[config.mk]
export PLATFORM = sky130hd
export DESIGN_NAME = misr_compactor_p
export DESIGN_NICKNAME = d
export VERILOG_FILES = /design/src/rtl/misr_pkg.sv /design/src/rtl/misr_core.sv /design/src/rtl/misr_compactor_p.sv
export SDC_FILE = /design/constraint.sdc
export NUM_CORES = 1
export LEC_CHECK = 0
export ABC_AREA = 1
export BUFFER_PORTS_ARGS = -buffer_cell sky130_fd_sc_hd__buf_2
export CAP_MARGIN = 10
export CELL_PAD_IN_SITES_DETAIL_PLACEMENT = 0
export CELL_PAD_IN_SITES_GLOBAL_PLACEMENT = 1
export CORE_AREA = 2 2 164 166
export DETAILED_ROUTE_END_ITERATION = 10
export DIE_AREA = 0 0 166 168
export PLACE_DENSITY = 0.58
export SETUP_SLACK_MARGIN = 0.4
export SYNTH_ARGS = -nofsm -noshare
export SYNTH_HDL_FRONTEND = slang
export SYNTH_HIERARCHICAL = 1
export SYNTH_SLANG_ARGS = --single-unit
[constraint.sdc]
create_clock -name clk -period 3.8 [get_ports clk]
set_input_delay 0.57 -clock clk [delete_from_list [all_inputs] [get_ports clk]]
set_output_delay 0.57 -clock clk [all_outputs]
set_load 0.01 [all_outputs]
[src/rtl/misr_pkg.sv]
// Shared types and the MISR next-state function for the BIST response compactor.
package misr_pkg;

  typedef enum logic [1:0] {IDLE, COMPACT, COMPARE, DONE} state_t;

  // Widest signature misr_step can handle; instances must keep WIDTH <= MAX_W.
  localparam int MAX_W = 256;

  localparam logic [73:0] DEFAULT_POLY_74 =
    (74'd1 << 73) | (74'd1 << 70) | (74'd1 << 69) | 74'd1;

  // Operands are zero-extended to MAX_W; width selects the live MSB used as feedback.
  function automatic logic [MAX_W-1:0] misr_step(
    input logic [MAX_W-1:0] sig,
    input logic [MAX_W-1:0] din,
    input logic [MAX_W-1:0] poly,
    input int unsigned      width
  );
    logic [MAX_W-1:0] msb;
    logic [MAX_W-1:0] mask;
    msb  = {{(MAX_W-1){1'b0}}, 1'b1} << (width - 1);
    mask = (msb << 1) - {{(MAX_W-1){1'b0}}, 1'b1};
    return ((sig << 1) ^ din ^ (((sig & msb) != '0) ? poly : '0)) & mask;
  endfunction

endpackage

[src/rtl/misr_core.sv]
// Signature register: loads SEED, advances one MISR step when enabled, clears on reset.
module misr_core
  import misr_pkg::*;
#(
  parameter int               WIDTH = 74,
  parameter logic [WIDTH-1:0] POLY  = WIDTH'(DEFAULT_POLY_74),
  parameter logic [WIDTH-1:0] SEED  = '0
) (
  input  logic             clk,
  input  logic             rst,
  input  logic             i_load,
  input  logic             i_advance,
  input  logic [WIDTH-1:0] i_din,
  output logic [WIDTH-1:0] o_sig
);

  logic [WIDTH-1:0] r_sig;
  logic [WIDTH-1:0] w_next;

  assign w_next = WIDTH'(misr_step(MAX_W'(r_sig), MAX_W'(i_din), MAX_W'(POLY), WIDTH));

  always_ff @(posedge clk or posedge rst) begin
    if (rst) begin
      r_sig <= '0;
    end else if (i_load) begin
      r_sig <= SEED;
    end else if (i_advance) begin
      r_sig <= w_next;
    end
  end

  assign o_sig = r_sig;

endmodule

[src/rtl/misr_compactor_p.sv]
// MISR response compactor with run-control FSM: seed, compact N words, compare to golden.
module misr_compactor_p
  import misr_pkg::*;
#(
  parameter int               WIDTH = 74,
  parameter logic [WIDTH-1:0] POLY  = WIDTH'(DEFAULT_POLY_74),
  parameter logic [WIDTH-1:0] SEED  = '0,
  parameter int               CNT_W = 16
) (
  input  logic             clk,
  input  logic             reset,
  input  logic             start,
  input  logic             abort,
  input  logic [CNT_W-1:0] num_patterns,
  input  logic [WIDTH-1:0] din,
  input  logic             din_valid,
  input  logic [WIDTH-1:0] golden,
  output logic [WIDTH-1:0] signature,
  output logic             busy,
  output logic             done,
  output logic             pass,
  output logic             fail
);

  state_t           r_state;
  logic [CNT_W-1:0] r_cnt;
  logic             r_busy;
  logic             r_done;
  logic             r_pass;
  logic             r_fail;

  logic             w_start_ok;
  logic             w_advance;
  logic             w_match;
  logic [WIDTH-1:0] w_sig;

  // abort outranks both start and din_valid, so it gates the core controls too.
  assign w_start_ok = start & ~abort & ((r_state == IDLE) | (r_state == DONE));
  assign w_advance  = ~abort & din_valid & (r_state == COMPACT);
  assign w_match    = (w_sig == golden);

  misr_core #(
    .WIDTH (WIDTH),
    .POLY  (POLY),
    .SEED  (SEED)
  ) u_core (
    .clk       (clk),
    .rst       (reset),
    .i_load    (w_start_ok),
    .i_advance (w_advance),
    .i_din     (din),
    .o_sig     (w_sig)
  );

  always_ff @(posedge clk or posedge reset) begin
    if (reset) begin
      r_state <= IDLE;
      r_cnt   <= '0;
      r_busy  <= 1'b0;
      r_done  <= 1'b0;
      r_pass  <= 1'b0;
      r_fail  <= 1'b0;
    end else if (abort) begin
      r_state <= IDLE;
      r_busy  <= 1'b0;
      r_done  <= 1'b0;
      r_pass  <= 1'b0;
      r_fail  <= 1'b0;
    end else begin
      case (r_state)
        IDLE, DONE: begin
          if (start) begin
            r_cnt   <= num_patterns;
            r_busy  <= 1'b1;
            r_done  <= 1'b0;
            r_pass  <= 1'b0;
            r_fail  <= 1'b0;
            r_state <= (num_patterns != '0) ? COMPACT : COMPARE;
          end
        end
        COMPACT: begin
          if (din_valid) begin
            r_cnt <= r_cnt - 1'b1;
            if (r_cnt == {{(CNT_W-1){1'b0}}, 1'b1}) begin
              r_state <= COMPARE;
            end
          end
        end
        COMPARE: begin
          r_pass  <= w_match;
          r_fail  <= ~w_match;
          r_done  <= 1'b1;
          r_busy  <= 1'b0;
          r_state <= DONE;
        end
        default: r_state <= IDLE;
      endcase
    end
  end

  assign signature = w_sig;
  assign busy      = r_busy;
  assign done      = r_done;
  assign pass      = r_pass;
  assign fail      = r_fail;

endmodule
Word level (Yosys, flattened, before mapping)
Cells that the tools add are included.
{"block": "totals", "word_cells": 58, "input_bits": 169, "regBits": 96, "output_inout_bits": 78}
{"block": "op_classes", "muxes": 22, "n_addsub": 1, "bitwise_logic": 9, "reduce_logical": 9, "n_eq_ne": 10}
{"cell": "74-bit 2-to-1 mux", "count": 3}
{"cell": "74-bit bitwise XOR", "count": 2}
{"cell": "74-bit equality test", "count": 1}
{"cell": "16-bit 2-to-1 mux", "count": 2}
{"cell": "16-bit case mux with 2 select lines", "count": 1}
{"cell": "16-bit by 1-bit equality test with 1-bit output (second input constant)", "count": 1}
{"cell": "16-bit nonzero test", "count": 1}
{"cell": "16-bit by 1-bit subtractor with 16-bit output (second input constant)", "count": 1}
{"cell": "2-bit 2-to-1 mux", "count": 5}
{"cell": "1-bit case mux with 2 select lines", "count": 4}
{"cell": "1-bit 2-to-1 mux", "count": 6}
{"cell": "3-bit inequality test (second input constant)", "count": 2}
{"cell": "2-bit case mux with 3 select lines", "count": 1}
{"cell": "1-bit AND", "count": 4}
{"cell": "2-bit equality test (second input constant)", "count": 2}
{"cell": "2-bit inequality test (second input constant)", "count": 2}
{"cell": "4-bit AND reduction", "count": 1}
{"cell": "2-bit nonzero test", "count": 2}
{"cell": "3-bit by 2-bit inequality test with 1-bit output (second input constant)", "count": 1}
{"cell": "3-bit AND reduction", "count": 1}
{"cell": "3-bit nonzero test", "count": 1}
{"cell": "2-bit by 1-bit equality test with 1-bit output (second input constant)", "count": 1}
{"cell": "2-bit zero test", "count": 1}
{"cell": "1-bit NOT", "count": 2}
{"cell": "3 further kinds", "count": 3}

Longest topological paths before layout
{"block": "logic_depth", "word_depth": 5, "ltp_mapped": 13, "mapped_depth_nobuf": 11}

Modules after synthesis
The synthesis kept the hierarchy.
{"mod": "misr_core", "cells_each": 336, "seq_area_each_um2": 1851.8, "instances": 1, "area_per_inst_um2": 3598.5}
{"mod": "misr_compactor_p", "cells_each": 527, "seq_area_each_um2": 550.5, "instances": 1, "area_per_inst_um2": 2870.3}

Worst setup path after synthesis
No wires, ideal clock.
{"block": "synth_path", "path_type": "register to register", "startpoint": "register r_state[0]", "endpoint": "register u_core.r_sig[13], in the netlist u_core/o_sig[13]", "path_slack_ns": 2.098, "setup_ns": 0.119, "n_path_buf": 1, "t_arrival_ns": 1.583, "stages_incl_launch_ff": 11, "synth_period_minus_slack_ns": 1.702, "t_required_ns": 3.681, "cell_sequence": "dfrtp_1 > inv_1 > ha_1 > nand2_1 > nor2_1 > inv_2 > nand2_4 > inv_6 > buf_6 > nand2_1 > o21ai_2"}
{"block": "synth_between", "elab_chain_len": 4, "elab_cells_between_ends": 8, "classes_between": "eq/ne: 2; mux: 1; bitwise: 3; reduce/logical: 2"}
{"element": "start: declaration", "line": "misr_compactor_p.sv:25", "source": "state_t r_state;"}
{"element": "start signal: assignment", "line": "misr_compactor_p.sv:78", "source": "r_state <= (num_patterns != '0) ? COMPACT : COMPARE;"}
{"element": "2-bit equality test / 2-bit zero test (equally long branches)", "line": "misr_compactor_p.sv:38", "source": "assign w_start_ok = start & ~abort & ((r_state == IDLE) | (r_state == DONE));"}
{"element": "1-bit OR (*)", "line": "misr_compactor_p.sv:38"}
{"element": "1-bit AND (*)", "line": "misr_compactor_p.sv:38"}
{"element": "via w_start_ok", "line": "misr_compactor_p.sv:32", "source": "logic w_start_ok;"}
{"element": "74-bit 2-to-1 mux / 2-bit nonzero test (equally long branches)"}
{"element": "end signal: assignment", "line": "misr_core.sv:28", "source": "r_sig <= w_next;"}
{"element": "end: declaration", "line": "misr_core.sv:17", "source": "logic [WIDTH-1:0] r_sig;"}
The timed path passes the listed nets; every way through them passes the cells marked *.
A chain may end at the register's enable or synchronous reset.

Final worst setup path
{"block": "layout_path", "startpoint": "register r_state[0]", "endpoint": "register u_core.r_sig[28], in the netlist u_core/o_sig[28]"}
Same word-level chain as after synthesis.

==> metrics.yaml <==
placement:
  place.gp.congestion: 0.7797
  hpwl_mm: 15.81
  dp.cells: 1432
  io_buffers: 246
critical_path:
  cp_slowest_cell: "ha_1"
  required_ns: 4.03
  timing.rr.start: "r_state[0]"
  cp-end-kind: "register"
  crit_arrival_ns: 2.56
  path_cells: "inv_1, ha_1, nand2_1, nor2_1, nor2_4, inv_4, buf_12, o21ai_0"
  critPathMaxFanout: 42
  cp-startpoint: "r_state[0]"
  critPathLaunchType: "register"
  worstSetupPathType: "reg2reg"
  cp_slowest_stage_delay_ns: 0.41
sta:
  fin_crit_ns: 2.329
  hold_violations: 0
  worst_pin_slew_ns: 0.9371
  finalCritPeriodShare_pct: 61.28
  fin_setup_tns_ns: 0
  skew_ns: 0.01454
  drv_slew: 0
  slew_headroom_pct: 37.46
  max_freq_mhz: 429.4
  hold_ws_ns: 0.2093
  rsz0062_at_grt: "no"
  setup-violations-final: 0
global_routing:
  grt_pass1_vias: 5924
  antenna_found_initial: 4
  overflow: 0
  grt_start_max_net_pins: 72
  grt_pass1_wl_mm: 32.46
  track_usage_pct: 14.72
job:
  max_cap_viol_count: 0
clocking:
  cts_sinks: 96
  htreeDepth: 3
  cts_buffer_depth: 2
  clk_pin_slew_ns: 0.08
  postCtsSetupBuffers: 0
  ctsResizeCount: 0
  ctsHoldBuffers: 0
  clk_latency_ns: 0.36
  cts_tree: "yes"
  numCtsBuffers: 9
  cts_root_buf: "clkbuf_16"
floorplanning:
  initial_utilization_pct: 24.55
  io_pins: 247
  die_y_um: 168
  die_w_um: 166
  rows: 60
  core-area_um2: 26350
  dieArea_um2: 27890
worst_hold_path:
  hp-class: "in2async"
power_and_ir_drop:
  p_int_w: 0.003327
  pwr-share-clk_pct: 16.2
  pwr-share-comb_pct: 47.7
  p_total_w: 0.006157
  p_sw_w: 0.002830
  seq_power_share_pct: 36.1
  ir_drop_mv: 0.2297
  switching_share_pct: 45.97
  power_density_nw_per_um2: 740.8
  leakage_nw: 4.283
synthesis:
  synth_top_cell_area_share_pct: 37.14
  synth_cell_type_count: 37
  synth_top_cells_by_area: "dfrtp_1 (37%), nand2_1 (15%), xnor2_1 (12%)"
  syn_avg_cell_area_um2: 7.496
  synth_area_leader_cell: "dfrtp_1"
  yosysSeqAreaShare_pct: 37.14
  synth_fp_nets: 1036
  syn_area_um2: 6469
  ys_ff_latch: 96
  yosysWarningCount: 6
  synthCells: 863
routing:
  dr.first_iter.drc_count: 260
  wl_per_cell_um: 14.04
  routed_via_density: 4.134
  finalWirelength_mm: 20.40
  drc: 0
  first_pass_iters: 5
  vias: 6007
  antenna_left: 0
cells_and_area:
  syn_to_final_growth_pct: 28.47
  stdcell_count: 1453
  fillers: 2869
  drive_above_1_share_pct: 31.32
  fin_nets: 1276
outcome:
  status: "finished, final reports clean"
[flip-flops by register name (all words and copies together) (netlist names)]
register / count
u_core/o_sig: 74
r_cnt: 16
r_state: 2
busy: 1
done: 1
fail: 1
pass: 1
[worst max-delay path, delay by kind of cell, from the launching register on]
family          cells  cell delay (ns)
compound gates      1             0.14
fa+ha+maj           1             0.41
buf+inv             3             0.75
flops               1             0.37
simple gates        3             0.52
[per-layer routing]
layer	track usage (%)	part of all wire, %	up-vias
met1	20.09	49	2636
met3	3.032	5.5	22
met5	0	0.064	-
met4	4.461	1.9	2
li1	-	-	3160
met2	23.49	44	187
[cell usage in the layout (no fill, tap or decap), types with 2 or more instances in the layout]
master / instances
nor3_1: 2
ha_1: 4
o21a_1: 2
nand2_2: 5
buf_2: 246
o22ai_1: 7
nand3_2: 3
nand2_4: 2
or2_2: 6
nand2_1: 254
diode_2: 4
buf_4: 2
xnor2_1: 90
a21oi_1: 11
nor2_1: 86
inv_2: 4
nor2_4: 2
inv_4: 2
nand3_1: 22
nor2_2: 5
inv_1: 114
nand4_1: 3
clkbuf_16: 9
buf_12: 2
nor4_1: 2
o21ai_0: 21
o21ai_1: 32
o21ai_2: 47
dfrtp_1: 96
xor2_1: 9
o211ai_1: 2
inv_6: 6
[power by group through the flow]
stage	Clock, W	Combinational (W)	Sequential (W)
2_1_floorplan	0	0.00196	0.00225
3_3_place_gp	0	0.00295	0.00226
3_5_place_dp	0	0.00297	0.00225
4_1_cts	0.00105	0.00299	0.00224
5_1_grt	0.00108	0.00333	0.00233
6_report	0.000998	0.00294	0.00222
[cell families (layout without fill, tap and decap cells)]
logic type | Yosys count | after routing | share of synthesized area (%)
and+or+nand+nor | 393 | 393 | 25.03
AOI/OAI and AO/OA | 127 | 127 | 13.19
DFF | 96 | 96 | 37.14
adders and majority gates | 4 | 4 | 0.7737
other | 0 | 4 | 0
xor gates and xnor gates | 99 | 99 | 13.40
buffers and inverters | 144 | 389 | 10.46
[cells in the mapped netlist]
library cell and count:
nand2_1 254, inv_1 115, dfrtp_1 96, xnor2_1 90, nor2_1 86, o21ai_2 47, o21ai_1 32, nand3_1 22
o21ai_0 21, buf_6 15, a21oi_1 11, xor2_1 9, o22ai_1 7, or2_2 6, nand2_2 5, nor2_2 5
buf_2 4, ha_1 4, inv_2 4, nand3_2 3, nand4_1 3, inv_4 2, inv_6 2, nand2_4 2
nor2_4 2, nor3_1 2, nor4_1 2, o211ai_1 2, o21a_1 2, a21o_1 1, a21oi_4 1, a22o_1 1
a31oi_1 1, a41oi_1 1, buf_4 1, clkbuf_1 1, nor3_4 1
[path summary, 6_finish.rpt]
kind                            slack [ns]               end  cells past startpoint
max in group asynchronous             2.72  u_core/o_sig[29]                      4
min in group clk                      0.47              done                      2
worst min-delay path                  0.21   u_core/o_sig[6]                      2
worst max-delay path                  1.47  u_core/o_sig[28]                      8
worst max register to register        1.47  u_core/o_sig[28]                      8
worst min register to register        0.47              done                      2
[cell type report]
type	instances	area, µm²	share of cell area (%)
diodes	4	10.01	0.1204
clock buffers	9	225.2	2.710
clock inverters	7	92.59	1.114
inverters	123	478.0	5.751
multi-input cells	623	3390	40.79
flip-flops and latches	96	2402	28.91
well taps	341	426.7	5.134
repair buffers	250	1286	15.48
[through the flow]
stage               utilization [%]  setup WS [ns]  cell area (µm²)
floorplan                         -          1.348             6469
global placement              30.22          1.491             7963
detailed placement            30.22          1.455             7963
CTS                           31.42          1.447             8280
global route                  31.53          1.249             8308
finish                        31.54          1.471             8310
(Power assumes the default switching activity.)
